`src/rtl/bk_sector_seq_if.sv`:
```
`default_nettype none
// ============================================================================
// bk_sector_seq_if : HPS SD-sector request/acknowledge bundle.
// Rev 1.0
// ============================================================================
interface bk_sector_seq_if;
  logic [31:0] sd_lba;
  logic        sd_rd;
  logic        sd_wr;
  logic        sd_ack;

  modport master (output sd_lba, sd_rd, sd_wr, input sd_ack);
  modport slave  (input sd_lba, sd_rd, sd_wr, output sd_ack);
endinterface
`default_nettype wire

```
`src/rtl/bk_sector_seq.sv`:
```
`default_nettype none
// ============================================================================
// bk_sector_seq : backup-RAM save/load/format sequencer (optional: BK_AUTOLOAD_EN)
// Rev 1.0
// ============================================================================
module bk_sector_seq #(
  parameter int SECTORS = 16,
  parameter int SEC_W   = $clog2(SECTORS)
) (
  input  logic                    clk_sys,
  input  logic                    reset_n,
  input  logic                    download,
  input  logic                    img_mounted,
  input  logic                    img_readonly,
  input  logic                    img_size_nz,
  input  logic                    bk_load,
  input  logic                    bk_save,
  input  logic [1:0]              slot,
  input  logic                    format,
  bk_sector_seq_if.master         sd_bus,
  output logic                    bk_ena,
  output logic                    busy,
  output logic                    loading,
  output logic                    fmt_we,
  output logic [1:0]              fmt_addr,
  output logic [15:0]             fmt_data
);

`ifdef BK_AUTOLOAD_EN
  typedef enum logic [1:0] {S_IDLE = 2'd0, S_XFER = 2'd1, S_FMT = 2'd2, S_ARM = 2'd3} state_t;
`else
  typedef enum logic [1:0] {S_IDLE = 2'd0, S_XFER = 2'd1, S_FMT = 2'd2} state_t;
`endif

  state_t      r_state, w_state_nxt;
  logic        r_dl_d, r_load_d, r_save_d, r_fmt_d, r_ack_d;
  logic        r_bk_ena;
  logic [31:0] r_lba, w_lba_nxt;
  logic        r_rd, w_rd_nxt;
  logic        r_wr, w_wr_nxt;
  logic        r_busy, w_busy_nxt;
  logic        r_loading, w_loading_nxt;
  logic        r_fmt_we, w_fmt_we_nxt;
  logic [1:0]  r_fmt_addr, w_fmt_addr_nxt;
  logic [15:0] r_fmt_data, w_fmt_data_nxt;

  logic        w_dl_rise, w_load_rise, w_save_rise, w_fmt_rise, w_ack_rise, w_ack_fall;
  logic        w_ena_set, w_req, w_last;
  logic [31:0] w_slot_base;
  logic        w_go, w_go_ld;
  logic [31:0] w_go_lba;

  function automatic logic [15:0] fmt_word(input logic [1:0] a);
    case (a)
      2'd0:    fmt_word = 16'h5548;
      2'd1:    fmt_word = 16'h4D42;
      2'd2:    fmt_word = 16'h8800;
      default: fmt_word = 16'h8010;
    endcase
  endfunction

  assign w_dl_rise   = download & ~r_dl_d;
  assign w_load_rise = bk_load & ~r_load_d;
  assign w_save_rise = bk_save & ~r_save_d;
  assign w_fmt_rise  = format & ~r_fmt_d;
  assign w_ack_rise  = sd_bus.sd_ack & ~r_ack_d;
  assign w_ack_fall  = ~sd_bus.sd_ack & r_ack_d;
  assign w_ena_set   = download & img_mounted & img_size_nz & ~img_readonly;
  assign w_req       = r_bk_ena & (w_load_rise | w_save_rise);
  assign w_slot_base = {{(30 - SEC_W){1'b0}}, slot, {SEC_W{1'b0}}};
  // Last sector of a slot is the all-ones index, so the slot field never carries.
  assign w_last      = &r_lba[SEC_W-1:0];

`ifdef BK_AUTOLOAD_EN
  logic r_ena_d;
  logic w_ena_rise;
  assign w_ena_rise = r_bk_ena & ~r_ena_d;
  always_ff @(posedge clk_sys or negedge reset_n) begin
    if (!reset_n) r_ena_d <= 1'b0;
    else          r_ena_d <= r_bk_ena;
  end
`endif

  always_ff @(posedge clk_sys or negedge reset_n) begin
    if (!reset_n) begin
      r_state    <= S_IDLE;
      r_dl_d     <= 1'b0;
      r_load_d   <= 1'b0;
      r_save_d   <= 1'b0;
      r_fmt_d    <= 1'b0;
      r_ack_d    <= 1'b0;
      r_bk_ena   <= 1'b0;
      r_lba      <= 32'd0;
      r_rd       <= 1'b0;
      r_wr       <= 1'b0;
      r_busy     <= 1'b0;
      r_loading  <= 1'b0;
      r_fmt_we   <= 1'b0;
      r_fmt_addr <= 2'd0;
      r_fmt_data <= 16'd0;
    end else begin
      r_state    <= w_state_nxt;
      r_dl_d     <= download;
      r_load_d   <= bk_load;
      r_save_d   <= bk_save;
      r_fmt_d    <= format;
      r_ack_d    <= sd_bus.sd_ack;
      if (w_ena_set)      r_bk_ena <= 1'b1;
      else if (w_dl_rise) r_bk_ena <= 1'b0;
      r_lba      <= w_lba_nxt;
      r_rd       <= w_rd_nxt;
      r_wr       <= w_wr_nxt;
      r_busy     <= w_busy_nxt;
      r_loading  <= w_loading_nxt;
      r_fmt_we   <= w_fmt_we_nxt;
      r_fmt_addr <= w_fmt_addr_nxt;
      r_fmt_data <= w_fmt_data_nxt;
    end
  end

  always_comb begin
    w_state_nxt    = r_state;
    w_lba_nxt      = r_lba;
    w_rd_nxt       = r_rd;
    w_wr_nxt       = r_wr;
    w_busy_nxt     = r_busy;
    w_loading_nxt  = r_loading;
    w_fmt_we_nxt   = r_fmt_we;
    w_fmt_addr_nxt = r_fmt_addr;
    w_fmt_data_nxt = r_fmt_data;
    w_go           = 1'b0;
    w_go_ld        = 1'b0;
    w_go_lba       = w_slot_base;

    case (r_state)
      S_IDLE: begin
        if (w_req) begin
          w_go    = 1'b1;
          w_go_ld = bk_load;
        end else if (w_fmt_rise) begin
          w_state_nxt    = S_FMT;
          w_fmt_we_nxt   = 1'b1;
          w_fmt_addr_nxt = 2'd0;
          w_fmt_data_nxt = fmt_word(2'd0);
        end
`ifdef BK_AUTOLOAD_EN
        else if (w_ena_rise) begin
          w_state_nxt = S_ARM;
        end
`endif
      end
      S_XFER: begin
        if (w_ack_rise) begin
          w_rd_nxt = 1'b0;
          w_wr_nxt = 1'b0;
        end
        if (w_ack_fall) begin
          if (w_last) begin
            w_state_nxt   = S_IDLE;
            w_busy_nxt    = 1'b0;
            w_loading_nxt = 1'b0;
          end else begin
            w_lba_nxt = r_lba + 32'd1;
            w_rd_nxt  = r_loading;
            w_wr_nxt  = ~r_loading;
          end
        end
      end
      S_FMT: begin
        if (r_fmt_addr == 2'd3) begin
          w_state_nxt  = S_IDLE;
          w_fmt_we_nxt = 1'b0;
        end else begin
          w_fmt_addr_nxt = r_fmt_addr + 2'd1;
          w_fmt_data_nxt = fmt_word(r_fmt_addr + 2'd1);
        end
      end
`ifdef BK_AUTOLOAD_EN
      S_ARM: begin
        if (w_req) begin
          w_go    = 1'b1;
          w_go_ld = bk_load;
        end else if (!download) begin
          w_go     = 1'b1;
          w_go_ld  = 1'b1;
          w_go_lba = 32'd0;
        end
      end
`endif
      default: w_state_nxt = S_IDLE;
    endcase

    if (w_go) begin
      w_state_nxt   = S_XFER;
      w_lba_nxt     = w_go_lba;
      w_loading_nxt = w_go_ld;
      w_rd_nxt      = w_go_ld;
      w_wr_nxt      = ~w_go_ld;
      w_busy_nxt    = 1'b1;
    end
  end

  assign sd_bus.sd_lba = r_lba;
  assign sd_bus.sd_rd  = r_rd;
  assign sd_bus.sd_wr  = r_wr;
  assign bk_ena        = r_bk_ena;
  assign busy          = r_busy;
  assign loading       = r_loading;
  assign fmt_we        = r_fmt_we;
  assign fmt_addr      = r_fmt_addr;
  assign fmt_data      = r_fmt_data;

endmodule
`default_nettype wire

```
`src/flat_wrapper.sv`:
```
// flat-port wrapper written by rule: the top's interface ports become plain ports
module bk_sector_seq_flat 
#(
  parameter int SECTORS = 16,
  parameter int SEC_W   = $clog2(SECTORS)
)
  (clk_sys, reset_n, download, img_mounted, img_readonly, img_size_nz, bk_load, bk_save, slot, format, bk_ena, busy, loading, fmt_we, fmt_addr, fmt_data, sd_bus_sd_lba, sd_bus_sd_rd, sd_bus_sd_wr, sd_bus_sd_ack);
  bk_sector_seq_if sd_bus_i ();
  input  logic clk_sys;
  input  logic reset_n;
  input  logic download;
  input  logic img_mounted;
  input  logic img_readonly;
  input  logic img_size_nz;
  input  logic bk_load;
  input  logic bk_save;
  input  logic [1:0] slot;
  input  logic format;
  output logic bk_ena;
  output logic busy;
  output logic loading;
  output logic fmt_we;
  output logic [1:0] fmt_addr;
  output logic [15:0] fmt_data;
  output wire logic [$bits(sd_bus_i.sd_lba)-1:0] sd_bus_sd_lba;
  output wire logic [$bits(sd_bus_i.sd_rd)-1:0] sd_bus_sd_rd;
  output wire logic [$bits(sd_bus_i.sd_wr)-1:0] sd_bus_sd_wr;
  input wire logic [$bits(sd_bus_i.sd_ack)-1:0] sd_bus_sd_ack;
  assign sd_bus_sd_lba = sd_bus_i.sd_lba;
  assign sd_bus_sd_rd = sd_bus_i.sd_rd;
  assign sd_bus_sd_wr = sd_bus_i.sd_wr;
  assign sd_bus_i.sd_ack = sd_bus_sd_ack;
  bk_sector_seq #(.SECTORS(SECTORS), .SEC_W(SEC_W)) u_core (.clk_sys(clk_sys), .reset_n(reset_n), .download(download), .img_mounted(img_mounted), .img_readonly(img_readonly), .img_size_nz(img_size_nz), .bk_load(bk_load), .bk_save(bk_save), .slot(slot), .format(format), .sd_bus(sd_bus_i), .bk_ena(bk_ena), .busy(busy), .loading(loading), .fmt_we(fmt_we), .fmt_addr(fmt_addr), .fmt_data(fmt_data));
endmodule
```
`config.mk`:
```
export PLATFORM = sky130hd
export DESIGN_NAME = bk_sector_seq_flat
export DESIGN_NICKNAME = d
export VERILOG_FILES = /design/src/rtl/bk_sector_seq_if.sv /design/src/rtl/bk_sector_seq.sv /design/src/flat_wrapper.sv
export SDC_FILE = /design/constraint.sdc
export NUM_CORES = 1
export LEC_CHECK = 0
export ABC_AREA = 1
export BUFFER_PORTS_ARGS = -buffer_cell sky130_fd_sc_hd__buf_2
export CAP_MARGIN = 20
export CORE_ASPECT_RATIO = 0.8
export CORE_MARGIN = 3
export CORE_UTILIZATION = 45
export DETAILED_ROUTE_END_ITERATION = 8
export PLACE_DENSITY = 0.72
export SLEW_MARGIN = 30
export SYNTH_ARGS = -nofsm -noshare
export SYNTH_HDL_FRONTEND = slang
export SYNTH_SLANG_ARGS = --single-unit
```
`constraint.sdc`:
```
create_clock -name clk_sys -period 1.3 [get_ports clk_sys]
set_input_delay 0.26 -clock clk_sys [delete_from_list [all_inputs] [get_ports clk_sys]]
set_output_delay 0.26 -clock clk_sys [all_outputs]
set_load 0.02 [all_outputs]
```
* Word level (Yosys, flattened, before mapping)
Cells that the tools add are included.
Storage, ports and cells: bits of input ports 12, word-level logic and storage cells 110, output and inout bits 56, register bits after elaboration 63
Operators by class: add/subtract/negate cells 2, mux-type cells 45, eq/ne operators 15, bitwise operators 20, reductions and logical operators 13
Operator list (count):
- $mux W32 | 4
- $mux W16 | 3
- $pmux W16 S3 | 1
- $add A32 B1 Y32 const B | 1
- $pmux W16 S2 | 1
- $mux W1 | 24
- $mux W2 | 9
- $ne A3 B1 Y1 const B | 4
- $reduce_and A4 Y1 | 3
- $and A1 B1 Y1 | 10
- $reduce_bool A2 Y1 | 5
- $not A1 Y1 | 9
- $eq A2 B2 Y1 const B | 3
- $ne A2 B2 Y1 const B | 3
- $pmux W2 S3 | 1
- $reduce_and A3 Y1 | 2
- $reduce_and A5 Y1 | 1
- $eq A2 B1 Y1 const B | 2
- $logic_not A2 Y1 | 2
- $ne A2 B1 Y1 const B | 2
- $pmux W2 S2 | 1
- $ne A3 B3 Y1 const B | 1
- $add A2 B1 Y2 const B | 1
- $pmux W1 S2 | 1
- $or A1 B1 Y1 | 1

* Logic depth before layout (Yosys ltp)
depth after elaboration 8, gate-level depth with buffers 10, mapped depth without buffers 10

* Least setup slack after synthesis
No wires, ideal clock.
kind register to register, from reg u_core.r_lba[0] (netlist: u_core.sd_bus.sd_lba[0]), to reg u_core.r_lba[27] (netlist: u_core.sd_bus.sd_lba[27]), clock period less this slack 1518 ps, setup time 119 ps, cell stages (with the launch flop) 8, required time 1181 ps, arrival 1399 ps, path buffers 0, path slack -218 ps, path through dfrtp_1 -> ha_1 -> nand3_1 -> nand3_4 -> nor2_4 -> nand3_1 -> nand2_1 -> nor2_1
Between the ends: longest elaborated chain between the ends 5, elaborated cells between the ends (all ways) 8, classes of those cells add/sub (1); eq/ne (1); mux (4); reduce/logical (2)
RTL lines:
- from (decl) | RTL line bk_sector_seq.sv:38 | logic [31:0] r_lba, w_lba_nxt;
- from (signal assigned) | RTL line bk_sector_seq.sv:110 | r_lba <= w_lba_nxt;
- $add A32 B1 Y32 | RTL line bk_sector_seq.sv:163 | w_lba_nxt = r_lba + 32'd1;
- $mux W32 | RTL line bk_sector_seq.sv:158 | if (w_last) begin
- $mux W32 | RTL line bk_sector_seq.sv:157 | if (w_ack_fall) begin
- $mux W32 | RTL line bk_sector_seq.sv:135 | case (r_state)
- $mux W32 | RTL line bk_sector_seq.sv:193 | if (w_go) begin
Parallel ways exist; a longest one is shown, timed or not. The select of a mux whose other input is x is not followed. A chain may end at the register's enable or synchronous reset.

* Final worst setup path
from reg u_core.r_lba[1] (netlist: u_core.sd_bus.sd_lba[1]), to reg u_core.r_lba[31] (netlist: u_core.sd_bus.sd_lba[31])
The elaborated chain is that of the path after synthesis.

==> results.md <==
* GRT Util Overall at 20.53%
* VDD IR-drop max at 1.347 mV
* Worst setup EP type: register
* Reg clk slew, reported paths at ~0.09 ns
* Ranking of synthesized cells by area: dfrtp_1 (49%), nand2_1 (15%), nor2_1 (7.4%), inv_1 (6.5%), nand3_1 (6.0%)
* Post-synth top area cell: dfrtp_1
* CP startpoint: u_core.sd_bus.sd_lba[1]
* Worst r2r path cells at 7
* Num CTS Buffers at 5
* Internal power at 3779 uW
* Worst reg2reg endpoint: u_core.sd_bus.sd_lba[31]
* Comb power frac at approximately 43%
* Post-synth top area share at 48.67%
* Pleak at between 0.002 and 0.0025 uW
* Outcome: finished with violations
* Beginning of the worst register-to-register path: u_core.sd_bus.sd_lba[1]
* Fmax at 0.6837 GHz
* RSZ-0062 raised after global routing: true
* Slowest CP cell: dfrtp_2
* Max FFs per register at 32
* Via count at approximately 2,700
* Layout Cells excl Fill at approximately 550
* Yosys warning total at 0
* Hold Path Class: primary input to register
* # nets final at 491
* Layout area overhead at 50.87%
* # setup viols final at 26
* Worst-Skew Late Latency at 0.31 ns
* Startpoint of the worst hold path: bk_save
* Top cell family by delay on the critical path: simple AND/OR/NAND/NOR gates
* Routed Antenna Nets at 0
* Net Sw Frac at 39.57%
* Mapped Area at roughly 2700 um^2
* Fin. max-slew vios at 0
* CP peak stage delay at 0.46 ns
* Critical path arrival at 1.67 ns
* CP max FO at 6
* Initial Util at 47.87%
* Hold Vio Cnt, Final at 0
* Mapped Cells at between 300 and 400
* Fillers at 436
* Net switching power at 2474 uW
* Min-Delay Endpoint: u_core.r_save_d
* Remaining DRCs at 0
* CP Buf/Inv Count at 0
* Layout cells sized above 1 at 42.11%
* Sequential Power Share at 37.2%
* Clock buffer depth at 2
* Sequential-to-total area share from yosys stat at 48.67%
* Syn Area/Cell at 7.490 um^2
* Hold Path Depth at 1
* CTS root buf: clkbuf_8
* Post-Place Cells at 531
* Fraction of the cycle the final worst path needs at 112.5%
* Core Rows at 24
* DR iter-0 viols at 138
* Flops & latches, synth at 52
* CTS H-tree depth at 2
* Critical Path Source Type: register
* Vias per Instance at 4.882
* Type of the worst setup path: register to register
* Buffers on Ports at 61
* CTS tree: built
* Final wirelength at 7498 um
* Seq. cell area at 1321 um^2
* Congestion Overflow GR at 0
* Final Skew at roughly 0.0044 ns
* Multi-input logic area at 1384 um^2
* CP Cell Sequence: ha_4 > nand3_4 > nand3_4 > nor2_4 > nand3_1 > nand2_1 > nor2_1
* Max cap viols at 0
* CP required at 1.50 ns
* R2r setup slk at -0.16 ns
* DIE WIDTH at 92.18 um
* Total power at 6253 uW
* Largest net degree at the start of global routing at 53
* Initial antenna violation count at 0
* Pwr/cell area at ~1600 nW/um^2
* GPL Wtd Cong at 0.9287
* Routed WL per cell at 13.56 um
* First-pass GRT wire length at ~11,000 um
* Crit path top cell by count: nand3_4
* Clk pwr share at between 10% and 20%
* Failing checks: negative setup slack
* # diodes at 0
* TritonRoute pass-1 iters at 4
* Full die area at between 6000 and 7000 um^2
* Vias in the first global route at 2,438
* Dpl hpwl at 4927 um
* Final min period at between 1 and 1.5 ns
* Die Ht at 74.95 um
* Total clock sinks at 52
* IO Pins at 68
* Core area at 5585 um^2
* Count of different cell masters after synthesis at 22
* Smallest setup slack after layout at -0.1625 ns
per-stage QoR:
step                      setup WS [ns]  util, %  setup TNS [ns]  instance area (um^2)  hold WS [ns]
after floorplan                -0.06684        -         -0.4809                  2748      -0.03559
after global placement         -0.07088    61.11         -0.8391                  3413        0.2742
after detailed placement        -0.1378    61.11          -1.576                  3413        0.2785
after CTS                      -0.09564    64.63          -1.239                  3610       0.06045
after global routing            -0.2339    72.22          -4.405                  4034       0.05160
final                           -0.1625    72.22          -2.225                  4034       0.06924
layout make-up:
class / count / area share (%)
well taps: 78 / 2.419
clock buffers: 7 / 2.388
flip-flops and latches: 52 / 32.75
inverters: 46 / 4.342
clock inverters: 1 / 0.7444
repair buffers: 118 / 23.05
multi-input cells: 251 / 34.31
power groups by stage:
| stage | combinational (uW) | clock, uW | sequential (uW) |
|---|---|---|---|
| global route | 2990 | 1320 | 2380 |
| floorplan | 1040 | 0 | 2690 |
| global placement | 2210 | 0 | 2300 |
| finish | 2710 | 1210 | 2330 |
| CTS | 2310 | 1230 | 2300 |
| detailed placement | 2250 | 0 | 2320 |
worst max-delay path by stage:
stage,end,slack (ns),cells after the start
floorplan,u_core.sd_bus.sd_lba[27],-0.07,7
global placement,u_core.sd_bus.sd_lba[5],-0.07,9
detailed placement,u_core.sd_bus.sd_lba[23],-0.14,7
CTS,u_core.sd_bus.sd_lba[15],-0.1,8
global route,u_core.sd_bus.sd_lba[3],-0.23,6
finish,u_core.sd_bus.sd_lba[31],-0.16,7
cell families (layout without fill, tap and decap cells):
group,after synthesis,in the layout,share of synthesized area [%]
AOI/OAI and AO/OA,28,28,5.241
adders and majority gates,5,5,2.340
buffers and inverters,61,172,10.20
DFF,52,52,48.67
other,1,6,0.1402
and+or+nand+nor,210,212,33.41
cells in the mapped netlist:
library cell,number
dfrtp_1,52
nor2_1,53
or2_2,1
nand2_2,1
nand3_1,32
nand2_1,108
nand4_1,1
o21ai_0,16
ha_1,5
and2_1,2
a21oi_1,12
nor3b_1,1
nand3_4,1
clkbuf_1,2
nor3_1,3
conb_1,1
nand3_2,1
nor2_2,4
inv_1,46
buf_4,11
nor2_4,2
buf_2,2
metal layers:
layer / vias up / track usage [%] / share of wire [%] / wire [um]
met3: 12 / 5.495 / 7.1 / 535
li1: 1329 / - / - / -
met5: - / 0 / 0 / 0
met4: 0 / 3.789 / 1.0 / 76
met2: 89 / 33.74 / 48 / 3610
met1: 1270 / 28.10 / 44 / 3276
placed cells by master (no fill, tap or decap), types with 2 or more instances in the layout:
cell      instances
o21ai_0           6
dfrtp_1          36
nand3_1          22
inv_1            41
buf_2            44
inv_2             4
nor2_1           40
nor2_4           12
o21ai_1           5
nand3_2           8
nor2_2            8
buf_12            2
ha_1              4
nand2_4           3
a21oi_1          10
buf_8             2
a21oi_2           2
nand3_4           5
buf_6            25
nand2_2           7
nand2_1          99
buf_4            43
and2_1            2
nor3_2            2
conb_1            6
dfrtp_2          16
o21ai_2           5
clkbuf_8          7
what timing repair did:
action,in CTS,in global routing
resized for setup,14,102
setup buffers,1,11
endpoints found under the setup margin,27,53
hold buffers,1,0
pin swaps,2,28
hold endpoints to repair,52,0
gates cloned,2,1
No activity file was read; power rests on OpenSTA's default activity.
